===== config.mk =====
export PLATFORM = sky130hd
export DESIGN_NAME = dmem_access_unit
export DESIGN_NICKNAME = d
export VERILOG_FILES = /design/src/rtl/dmem_access_unit_pkg.sv /design/src/rtl/dmem_access_unit_load_extend.sv /design/src/rtl/dmem_access_unit.sv
export SDC_FILE = /design/constraint.sdc
export NUM_CORES = 1
export LEC_CHECK = 0
export CORE_ASPECT_RATIO = 1.1
export CORE_UTILIZATION = 47
export DETAILED_ROUTE_END_ITERATION = 10
export MAX_ROUTING_LAYER = met4
export PLACE_DENSITY = 0.88
export SLEW_MARGIN = 20
export SYNTH_ARGS = -nofsm -noshare
export SYNTH_HDL_FRONTEND = slang
export SYNTH_SLANG_ARGS = --single-unit

===== constraint.sdc =====
create_clock -name i_clk -period 3.1 [get_ports i_clk]
set_clock_uncertainty 0.15 [all_clocks]
set_input_delay 0.465 -clock i_clk [delete_from_list [all_inputs] [get_ports i_clk]]
set_output_delay 0.465 -clock i_clk [all_outputs]
set_load 0.1 [all_outputs]

===== src/rtl/dmem_access_unit_pkg.sv =====
// Shared types and lane helpers for the data-memory access path.
// Access sizes, FSM states, alignment check, byte enables and store lane replication.
package core_pkg;

    typedef enum logic [1:0] {
        SIZE_BYTE = 2'b00,
        SIZE_HALF = 2'b01,
        SIZE_WORD = 2'b10,
        SIZE_RSVD = 2'b11
    } dsize_t;

    typedef enum logic [1:0] {
        IDLE = 2'b00,
        REQ  = 2'b01,
        WAIT = 2'b10,
        DONE = 2'b11
    } dmem_state_t;

    // Reserved size is reported through the same fault path as misalignment
    function automatic logic is_misaligned(input dsize_t size, input logic [1:0] offset);
        logic bad;
        case (size)
            SIZE_BYTE: bad = 1'b0;
            SIZE_HALF: bad = offset[0];
            SIZE_WORD: bad = (offset != 2'b00);
            default:   bad = 1'b1;
        endcase
        return bad;
    endfunction

    function automatic logic [3:0] byte_enables(input dsize_t size, input logic [1:0] offset);
        logic [3:0] be;
        case (size)
            SIZE_BYTE: be = 4'b0001 << offset;
            SIZE_HALF: be = 4'b0011 << {offset[1], 1'b0};
            default:   be = 4'b1111;
        endcase
        return be;
    endfunction

    function automatic logic [31:0] store_lanes(input dsize_t size, input logic [31:0] wdata);
        logic [31:0] lanes;
        case (size)
            SIZE_BYTE: lanes = {4{wdata[7:0]}};
            SIZE_HALF: lanes = {2{wdata[15:0]}};
            default:   lanes = wdata;
        endcase
        return lanes;
    endfunction

endpackage


===== src/rtl/dmem_access_unit_load_extend.sv =====
// Load-data alignment: shifts the aligned bus word down to the accessed lane
// and sign- or zero-extends byte and half results.
module dmem_load_extend
    import core_pkg::*;
#(
    parameter int unsigned XLEN = 32
) (
    input  logic [XLEN-1:0] rdata,
    input  logic [1:0]      offset,
    input  dsize_t          size,
    input  logic            zero_ext,
    output logic [XLEN-1:0] result
);

    logic [XLEN-1:0] shifted;

    assign shifted = rdata >> {offset, 3'b000};

    always_comb begin
        result = shifted;
        case (size)
            SIZE_BYTE: result = zero_ext ? {{(XLEN-8){1'b0}}, shifted[7:0]}
                                         : {{(XLEN-8){shifted[7]}}, shifted[7:0]};
            SIZE_HALF: result = zero_ext ? {{(XLEN-16){1'b0}}, shifted[15:0]}
                                         : {{(XLEN-16){shifted[15]}}, shifted[15:0]};
            default:   result = rdata;
        endcase
    end

endmodule


===== src/rtl/dmem_access_unit.sv =====
// Memory-stage load/store engine: drives a req/gnt/rvalid data bus, stalls the
// pipeline until the access completes and returns extended load data.
module dmem_access_unit
    import core_pkg::*;
#(
    parameter int unsigned XLEN = 32
) (
    input  logic            i_clk,
    input  logic            i_rst_n,
    input  logic            i_valid,
    input  logic            i_mem_read,
    input  logic            i_mem_write,
    input  logic [1:0]      i_d_size,
    input  logic            i_d_unsigned,
    input  logic [XLEN-1:0] i_addr,
    input  logic [XLEN-1:0] i_wdata,
    output logic            o_stall,
    output logic [XLEN-1:0] o_rdata,
    output logic            o_rdata_valid,
    output logic            o_access_fault,
    output logic            o_dmem_req,
    output logic            o_dmem_we,
    output logic [XLEN-1:0] o_dmem_addr,
    output logic [3:0]      o_dmem_be,
    output logic [XLEN-1:0] o_dmem_wdata,
    input  logic            i_dmem_gnt,
    input  logic            i_dmem_rvalid,
    input  logic [XLEN-1:0] i_dmem_rdata
);

    dmem_state_t     state_q, state_d;
    dsize_t          size_in, size_q;
    logic            access, fault, start;
    logic            we_q, zero_ext_q, req_q, rdata_valid_q;
    logic [1:0]      offset_q;
    logic [3:0]      be_q;
    logic [XLEN-1:0] addr_q, wdata_q, rdata_q, ext_data;

    assign size_in = dsize_t'(i_d_size);
    assign access  = i_valid & (i_mem_read | i_mem_write);
    assign fault   = access & ((i_mem_read & i_mem_write) | is_misaligned(size_in, i_addr[1:0]));
    assign start   = access & ~fault;

    always_comb begin
        state_d        = state_q;
        o_stall        = 1'b0;
        o_access_fault = 1'b0;
        case (state_q)
            IDLE: begin
                o_access_fault = fault;
                if (start) begin
                    o_stall = 1'b1;
                    state_d = REQ;
                end
            end
            REQ: begin
                o_stall = 1'b1;
                if (i_dmem_gnt) state_d = we_q ? DONE : WAIT;
            end
            WAIT: begin
                o_stall = 1'b1;
                if (i_dmem_rvalid) state_d = DONE;
            end
            DONE:    state_d = IDLE;
            default: state_d = IDLE;
        endcase
    end

    // req and rdata_valid are registered from the next state so they line up with REQ/DONE
    always_ff @(posedge i_clk or negedge i_rst_n) begin
        if (!i_rst_n) begin
            state_q       <= IDLE;
            req_q         <= 1'b0;
            rdata_valid_q <= 1'b0;
            rdata_q       <= '0;
            we_q          <= 1'b0;
            addr_q        <= '0;
            be_q          <= '0;
            wdata_q       <= '0;
            size_q        <= SIZE_BYTE;
            zero_ext_q    <= 1'b0;
            offset_q      <= '0;
        end else begin
            state_q       <= state_d;
            req_q         <= (state_d == REQ);
            rdata_valid_q <= (state_d == DONE) && !we_q;
            if (state_q == IDLE && start) begin
                we_q       <= i_mem_write;
                addr_q     <= {i_addr[XLEN-1:2], 2'b00};
                be_q       <= byte_enables(size_in, i_addr[1:0]);
                wdata_q    <= store_lanes(size_in, i_wdata);
                size_q     <= size_in;
                zero_ext_q <= i_d_unsigned;
                offset_q   <= i_addr[1:0];
            end
            if (state_q == WAIT && i_dmem_rvalid) rdata_q <= ext_data;
        end
    end

    dmem_load_extend #(.XLEN(XLEN)) u_load_extend (
        .rdata    (i_dmem_rdata),
        .offset   (offset_q),
        .size     (size_q),
        .zero_ext (zero_ext_q),
        .result   (ext_data)
    );

    assign o_dmem_req    = req_q;
    assign o_dmem_we     = we_q;
    assign o_dmem_addr   = addr_q;
    assign o_dmem_be     = be_q;
    assign o_dmem_wdata  = wdata_q;
    assign o_rdata       = rdata_q;
    assign o_rdata_valid = rdata_valid_q;

endmodule

==> results of run 1 <==
-- worst reg2reg max path, cell delays in order, from the launching register on --
cell      delay, ns
dfrtp_1        0.95
nand3b_1       0.21
o211ai_1       0.16
nand4_1        0.57
nand3_1        0.27
-- cell type report --
type / instances / area, µm²
clock buffer: 12 / 256
clock inverter: 4 / 47.5
inverter: 6 / 22.5
multi-input combinational: 328 / 2340
sequential: 108 / 2700
timing repair buffer: 217 / 1940
tap: 147 / 184
fill: 799 / 3410
-- stage by stage --
| step | hold WS [ns] | cells | setup WS [ns] |
|---|---|---|---|
| final | 0.334 | 822 | 0.490 |
| after global routing | 0.352 | 822 | 0.406 |
| after CTS | 0.338 | 822 | 0.478 |
| after detailed placement | 0.322 | 805 | 0.363 |
| after global placement | 0.316 | 805 | 0.472 |
| after floorplan | 0.0194 | 478 | 0.349 |
-- cell usage after synthesis, types with 7 or more instances --
| library cell | number | area, µm² |
|---|---|---|
| dfrtp_1 | 108 | 2700 |
| nand2_1 | 56 | 210 |
| o21ai_0 | 48 | 240 |
| mux2_4 | 40 | 601 |
| mux2i_1 | 36 | 360 |
| nand3_1 | 32 | 160 |
| a21oi_1 | 23 | 115 |
| nor2_1 | 23 | 86.3 |
| clkbuf_1 | 18 | 67.6 |
| buf_2 | 10 | 50.1 |
| nand3b_1 | 8 | 60.1 |
| a21o_1 | 7 | 52.6 |
| o22ai_1 | 7 | 43.8 |
-- path summary, 6_finish.rpt --
check	slack, ns	to	depth (start not counted)	from
max in group asynchronous	1.54	o_dmem_wdata[14]	3	i_rst_n
worst max register to register	0.70	o_rdata[28]	4	offset_q[0]
min in group asynchronous	0.55	o_dmem_addr[28]	2	i_rst_n
worst max-delay path	0.49	o_stall	5	i_d_size[0]
worst min register to register	0.33	o_dmem_wdata[28]	2	o_dmem_wdata[28]
worst min-delay path	0.33	o_dmem_wdata[28]	2	o_dmem_wdata[28]
-- state kept, by name (all words and copies together) (netlist names) --
| register | count |
|---|---|
| o_dmem_be | 4 |
| o_dmem_addr | 30 |
| o_rdata | 32 |
| offset_q | 2 |
| state_q | 2 |
| o_dmem_wdata | 32 |
| o_dmem_req | 1 |
| zero_ext_q | 1 |
| o_rdata_valid | 1 |
| size_q | 2 |
| o_dmem_we | 1 |
-- kinds of logic (layout without fill, tap and decap cells) --
logic type      after synthesis  after routing  synth area share [%]
compound gates              106            106                  11.7
fa+ha+maj                     6              6                  1.43
buf+inv                      42            239                  4.24
flops                       108            108                  51.5
mux                          80             80                  19.2
other cells                   1              2                0.0715
simple gates                134            134                  11.9
-- layer usage --
| metal | wire (µm) | part of all wire (%) | up-vias | global-route usage [%] |
|---|---|---|---|---|
| li1 | - | - | 2051 | - |
| met1 | 5820 | 42 | 2039 | 30.7 |
| met2 | 6700 | 49 | 190 | 40.7 |
| met3 | 895 | 6.5 | 31 | 4.32 |
| met4 | 363 | 2.6 | 0 | 10.5 |
| met5 | 0 | 0 | - | - |
==> flow_summary.toml, run 1 <==
[cells_and_area]
finalInstanceArea_um2 = 7500
areaGrowthSynthToFinish_pct = 42.8
utilization_pct = 68.7
final_nets = 782
drive_gt1_share_pct = 26.1
layout_common_cells = "buf_4, dfrtp_1, clkdlybuf4s50_1"
diodes = 0

[run_status]
status = "complete, no violations"

[sta]
period_minus_slack_ns = 2.61
maxSlewViolCount = 0
max_slew_margin_pct = 37.5
rsz0062_at_grt = "no"
worst_slew_pin_slew_ns = 0.937
period_share_pct = 84.2
final-hold-violation-count = 0
setup_tns_ns = 0
clock.fmax_mhz = 383
setup_viol = 0

[route]
final_antenna_net_count = 0
vias = 4311
avgViaCountPerCell = 5.24
drt_pass1_iterations = 5
route.detailed.drc = 0
post_drt_wl_per_cell_um = 16.8
drt_iter0_markers = 168
wl_mm = 13.8

[yosys]
synth_flop_cell = "dfrtp_1"
async_reset_ff_share_pct = 100
yosysSeqAreaShare_pct = 51.5
synth_edf_count = 0
synth_warnings = 0
syn_area_per_cell_um2 = 11.0
ys_types = 40
ys_seq_elements = 108
synth_cells = 477
syn-cell-area_um2 = 5250

[critical_path]
start_kind = "input pin"
cp_cell_sequence = "clkdlybuf4s50_1 > a21oi_1 > o2111ai_4 > a21oi_2 > buf_12"
endpoint_kind = "output port"
path_class = "in -> out"
cp.required_ns = 2.48
critPathBufInv = 2
worst-path-max-fanout = 6
worstPathArrival_ns = 2.00
crit_family = "compound AO/OA/AOI/OAI gates"
cpPeakStageDelay_ns = 0.55
crit_slowest_cell = "clkdlybuf4s50_1"

[clock_tree]
clock_sinks = 108
clockBufferDepth = 2
cts_tree = "built"
clk_latency_ns = 0.34
root_buffer = "clkbuf_16"
cts_made_buffers = 9
postCtsResizedCells = 0
hold_buffers = 1
ctsHtreeMaxLevel = 3
post_cts_buffers = 0
clk_pin_slew_ns = 0.07

[grt]
antenna_found_initial = 0
grt_start_max_net_pins = 102
grt_pass1_wl_mm = 21.8
grt_overflow_total = 0
grt_pass1_vias = 4324
grt.total_usage_pct = 25.1

[die]
die_height_um = 113
core_um2 = 10900
die_x_um = 103
die_area_um2 = 11600
start_util_pct = 48.1
rows = 40
io_pins = 211

[placed_design]
dpl-instance-area_um2 = 7180
dp_hpwl_mm = 10.2
gp_congestion = 0.830
numPortBuffers = 208

[min_path]
hold_path.class = "reg -> reg"

[flow_run]
drv_cap = 0
Power of run 1 is left out: the tool's default activity adds up to more than one toggle a clock period on the data nets, which glitch-free logic cannot reach.
==> run 2, diff against run 1 <==
- CORE_UTILIZATION: 47 -> 44
- PLACE_DENSITY: 0.88 -> 0.83
- clock period: 3.1 -> 2.6 ns (I/O delays scaled with it)
==> run 2 against run 1 <==
Compared with the run above:
- count of clock-buffer cells in the layout is the same
- worst hold slack gained 0.0018 ns
- non-clock buffer count grew 10
- register-to-register slack lost 0.19 ns
- final area grew 1.4%
- critical path depth is the same
- routed wire length grew 2.1%
==> flow_summary.toml, run 2 (synthesized netlist as in run 1, its figures left out) <==
[grt]
grt_start_max_net_pins = 53
antenna_found_initial = 0
grt.total_usage_pct = 23.9
grt_pass1_wl_mm = 22.3
grt_overflow_total = 0
grt_pass1_vias = 4482

[critical_path]
endpoint_kind = "output port"
path_depth = 5
path_class = "in -> out"
cpPeakStageDelay_ns = 0.52
crit_slowest_cell = "clkdlybuf4s50_1"
cp.required_ns = 2.06
crit_family = "compound AO/OA/AOI/OAI gates"
cp_cell_sequence = "clkdlybuf4s50_1 > a21oi_1 > o2111ai_4 > a21oi_4 > buf_12"
worst-path-max-fanout = 5
critPathBufInv = 2
r2r_cells = 6
start_kind = "input pin"
worstPathArrival_ns = 1.88

[sta]
period_minus_slack_ns = 2.42
setup_tns_ns = 0
maxSlewViolCount = 0
rsz0062_at_grt = "no"
worst_slew_pin_slew_ns = 0.649
max_slew_margin_pct = 56.6
final-hold-violation-count = 0
period_share_pct = 93.1
clock.fmax_mhz = 413
setup_viol = 0

[clock_tree]
clk_latency_ns = 0.34
post_cts_buffers = 0
clockBufferDepth = 2
clock_sinks = 108
ctsHtreeMaxLevel = 3
clk_pin_slew_ns = 0.07
root_buffer = "clkbuf_16"
cts_made_buffers = 9
cts_tree = "built"

[cells_and_area]
nFillCells = 869
layout_common_cells = "buf_4, dfrtp_1, clkdlybuf4s50_1"
areaGrowthSynthToFinish_pct = 44.8
layout.cells.most_common = "buf_4"
diodes = 0
final_nets = 792
drive_gt1_share_pct = 27.3

[die]
core_um2 = 11500
rows = 41
die_height_um = 117
start_util_pct = 45.5
die_area_um2 = 12400
io_pins = 211
die_x_um = 106

[route]
route.detailed.drc = 0
wl_mm = 14.1
avgViaCountPerCell = 5.23
final_antenna_net_count = 0
post_drt_wl_per_cell_um = 16.9
drt_iter0_markers = 162
vias = 4363
drt_pass1_iterations = 4

[min_path]
hold_path.class = "reg -> reg"
min_path_cells = 2

[flow_run]
drv_cap = 0

[placed_design]
numPortBuffers = 208
gp_congestion = 0.862
dp_hpwl_mm = 10.6

[run_status]
status = "complete, no violations"
## run 2: changes by cell type in the layout (fill, tap and decap cells not counted), sizes merged
cell,change
buf,+10
bufinv,-1
clkinv,-1
inv,+2
## run 2: timing repair
action,in CTS,in global routing
hold buffers,1,0
gates resized for setup,0,0
hold endpoints to repair,35,0
## run 2: final timing paths
kind | slack, ns | start | end
setup / recovery | 0.18 | i_addr[0] | o_stall
hold / removal | 0.34 | o_rdata[5] | o_rdata[5]
setup reg to reg | 0.51 | state_q[0] | o_dmem_addr[20]
hold reg to reg | 0.34 | o_rdata[5] | o_rdata[5]
max in group asynchronous | 1.24 | i_rst_n | o_rdata[13]
min in group asynchronous | 0.38 | i_rst_n | o_dmem_wdata[16]
## run 2: layout make-up
class	instances	area [µm²]	share of cell area [%]
Clock buffer	12	267	3.51
Clock inverter	4	30.0	0.395
Sequential cell	108	2700	35.6
Inverter	6	22.5	0.296
Multi-Input combinational cell	328	2350	30.9
Timing Repair Buffer	227	2040	26.9
Tap cell	150	188	2.47
## run 2: stage by stage
| stage | utilization, % | hold WS [ns] | setup slack, ns | cell area [µm²] | instances |
|---|---|---|---|---|---|
| floorplan | - | -0.0556 | 0.282 | 5260 | 478 |
| global placement | 63.2 | 0.220 | 0.0958 | 7290 | 818 |
| detailed placement | 63.2 | 0.230 | 0.0447 | 7290 | 818 |
| CTS | 65.8 | 0.340 | 0.196 | 7600 | 835 |
| global route | 65.8 | 0.364 | 0.115 | 7600 | 835 |
| finish | 65.8 | 0.336 | 0.180 | 7600 | 835 |
## run 2: worst min-delay path: cells and delay by family, from the launching register on
family	cells	cell delay, ns
flip-flops	1	0.35
AO/OA/AOI/OAI	1	0.06
AND/OR/NAND/NOR	1	0.05
## run 2: routing by layer
| layer | global-route usage, % | share of wire (%) | wire, µm | vias up |
|---|---|---|---|---|
| li1 | - | - | - | 2070 |
| met1 | 28.3 | 41 | 5740 | 2083 |
| met2 | 39.7 | 50 | 6980 | 188 |
| met3 | 6.08 | 7.7 | 1080 | 22 |
| met4 | 8.06 | 2.0 | 275 | 0 |
| met5 | - | 0 | 0 | - |
Power of run 2 is left out for the same reason.
==> variant: new RTL, settings of run 2 <==
The 4 states of `dmem_state_t` get a one-hot encoding in 4 bits.
--- a/src/rtl/dmem_access_unit_pkg.sv
+++ b/src/rtl/dmem_access_unit_pkg.sv
@@ -9,11 +9,11 @@
         SIZE_RSVD = 2'b11
     } dsize_t;
 
-    typedef enum logic [1:0] {
-        IDLE = 2'b00,
-        REQ  = 2'b01,
-        WAIT = 2'b10,
-        DONE = 2'b11
+    typedef enum logic [3:0] {
+        IDLE = 4'b0001,
+        REQ  = 4'b0010,
+        WAIT = 4'b0100,
+        DONE = 4'b1000
     } dmem_state_t;
 
     // Reserved size is reported through the same fault path as misalignment
Behaviour: no difference found for any inputs over 4 cycles, from zero or initial values and one cycle with i_rst_n low; so few cycles prove little.
==> variant against run 2 <==
  * Cell area decreased by 0.63%
  * Wire length down 2.3%
  * Sequential cell count is 2 higher
  * Synthesized area fell by 1.0%
  * Fmax is 3.4% lower
  * Worst setup slack lost 84 ps
  * Critical path type is now flip-flop to output port
  * Highest routed layer unchanged
==> variant: results (changes against run 2) <==
* Status: finished, final reports clean (unchanged)
* Netlist cell types at 37 (was 40)
* Hold Path Sink: state_q[2]$_DFF_PN0_ (was o_rdata[5]$_DFFE_PN0P_)
* Vias post-DR at 4,241 (was 4,363)
* Routability cong. at 0.847 (was 0.862)
* Internal reg-to-reg setup slack at 350 ps (was 510 ps)
* Tmin final at 2500 ps (was 2420 ps)
* Filler Cell Count at 890 (was 869)
* Area after DPL at 0.00723 sq mm (was 0.00729 sq mm)
* Arr. time, crit path at 1960 ps (was 1880 ps)
* Inserted Clock Buffers at 9 (unchanged)
* Max clock buf depth at 2 (unchanged)
* Hold_sp: state_q[3]$_DFF_PN0_ (was o_rdata[5]$_DFFE_PN0P_)
* Clock root buffer: clkbuf_16 (unchanged)
* LEAKAGE at 3.44 nW
* Worst vdd ir at 1.02 mV
* Worst path slowest cell: dfstp_2 (was clkdlybuf4s50_1)
* Clock transition at path regs at 80 ps
* H-tree level count at 3 (unchanged)
* Worst setup startpoint: state_q[0]$_DFF_PN1_ (was i_addr[0])
* Hold Crit Class: flip-flop to flip-flop (unchanged)
* Tightest Pin Transition at 748 ps (was 649 ps)
* CP Max Fanout at 3 (was 5)
* Number of diodes at 0 (unchanged)
* PortBufs at 208 (unchanged)
* Setup crit end: o_stall (unchanged)
* Commonest cells in the synthesized netlist: dfrtp_1 (109), mux2_2 (53), nand2_1 (42) (was dfrtp_1 (108), nand2_1 (56), o21ai_0 (48))
* Critical R2R Capture: o_dmem_addr[29]$_DFFE_PN0P_ (was o_dmem_addr[20]$_DFFE_PN0P_)
* Final Cell Area at 0.00755 sq mm (was 0.00760 sq mm)
* Ratio of cells with drive above 1 in the final layout at 0.300 (was 0.273)
* Iter 0 DRT Violations at 180 (was 162)
* Drt pass-1 iters at 4 (unchanged)
* Vias in the first global route at 4,308 (was 4,482)
* Largest net degree at the start of global routing at 54 (was 53)
* Seq/Total Area, Yosys at 0.530 (was 0.515)
* DP Wirelength at 10,500 um (was 10,600 um)
* Reg2reg path depth at 4 (was 6)
* Synth area leaders: dfrtp_1 (53%), mux2_2 (11%), mux2_1 (7.4%) (was dfrtp_1 (52%), mux2_4 (11%), mux2i_1 (6.9%))
* Place WS at 49.2 ps (was 44.7 ps)
* Max Slew Vio Count at 0 (unchanged)
* NumNets Final at 767 (was 792)
* Synth warnings at 0 (unchanged)
* Total GRT Usage at 0.234 (was 0.239)
* CP peak stage delay at 550 ps (was 520 ps)
* Clock Latency Late Sink at 340 ps (about the same)
* Asr flop ratio synth at 1.00 (unchanged)
* Initial antenna violation count at 0 (unchanged)
* First-pass GRT wire length at 21,400 um (was 22,300 um)
* WL final at 13,800 um (was 14,100 um)
* Hold path depth at 1 (was 2)
-- variant: what timing repair did --
action	4_1_cts	5_1_grt
hold buffers	1	0
setup endpoints to repair	1	1
buffers inserted	0	0
gates resized for setup	1	0
gates cloned	0	0
hold endpoints to repair	45	0
pin swaps	0	1
-- variant: area by class of cell --
cell class              count  share of cell area
clock inverters             7              0.0106
inverters                   5             0.00249
repair buffers            228               0.268
well taps                 150              0.0249
flip-flops and latches    110               0.365
clock buffers               9              0.0298
multi-input cells         307               0.300
-- variant: power breakdown --
group / total (mW) / internal [mW] / switching [mW]
combinational: 4.39 / 1.05 / 3.34
clock: 1.42 / 0.761 / 0.660
sequential: 2.36 / 2.09 / 0.271
-- variant: metal layers --
layer	vias up	wire length, um	track usage
li1	2005	-	-
met2	164	6960	0.402
met1	2057	5680	0.272
met4	0	197	0.0824
met5	-	0	-
met3	15	919	0.0512
-- variant: kinds of logic (layout without fill, tap and decap cells) --
group | after synthesis | in the layout | share of synthesized area
AND/OR/NAND/NOR | 129 | 129 | 0.120
flip-flops | 110 | 110 | 0.530
multiplexers | 108 | 108 | 0.232
AO/OA/AOI/OAI | 68 | 68 | 0.0788
buffers and inverters | 39 | 249 | 0.0381
other | 1 | 2 | 0.000722
-- variant: worst max-delay path: cells and delay by family, from the launching register on --
kind	cells	cell delay [ps]
flip-flops	1	550
buffers and inverters	1	170
AND/OR/NAND/NOR	3	880
-- variant: stage by stage --
stage | hold slack (ps) | cells
finish | 334 | 816
global route | 340 | 816
CTS | 319 | 816
detailed placement | 290 | 799
global placement | 284 | 799
floorplan | -55.6 | 456
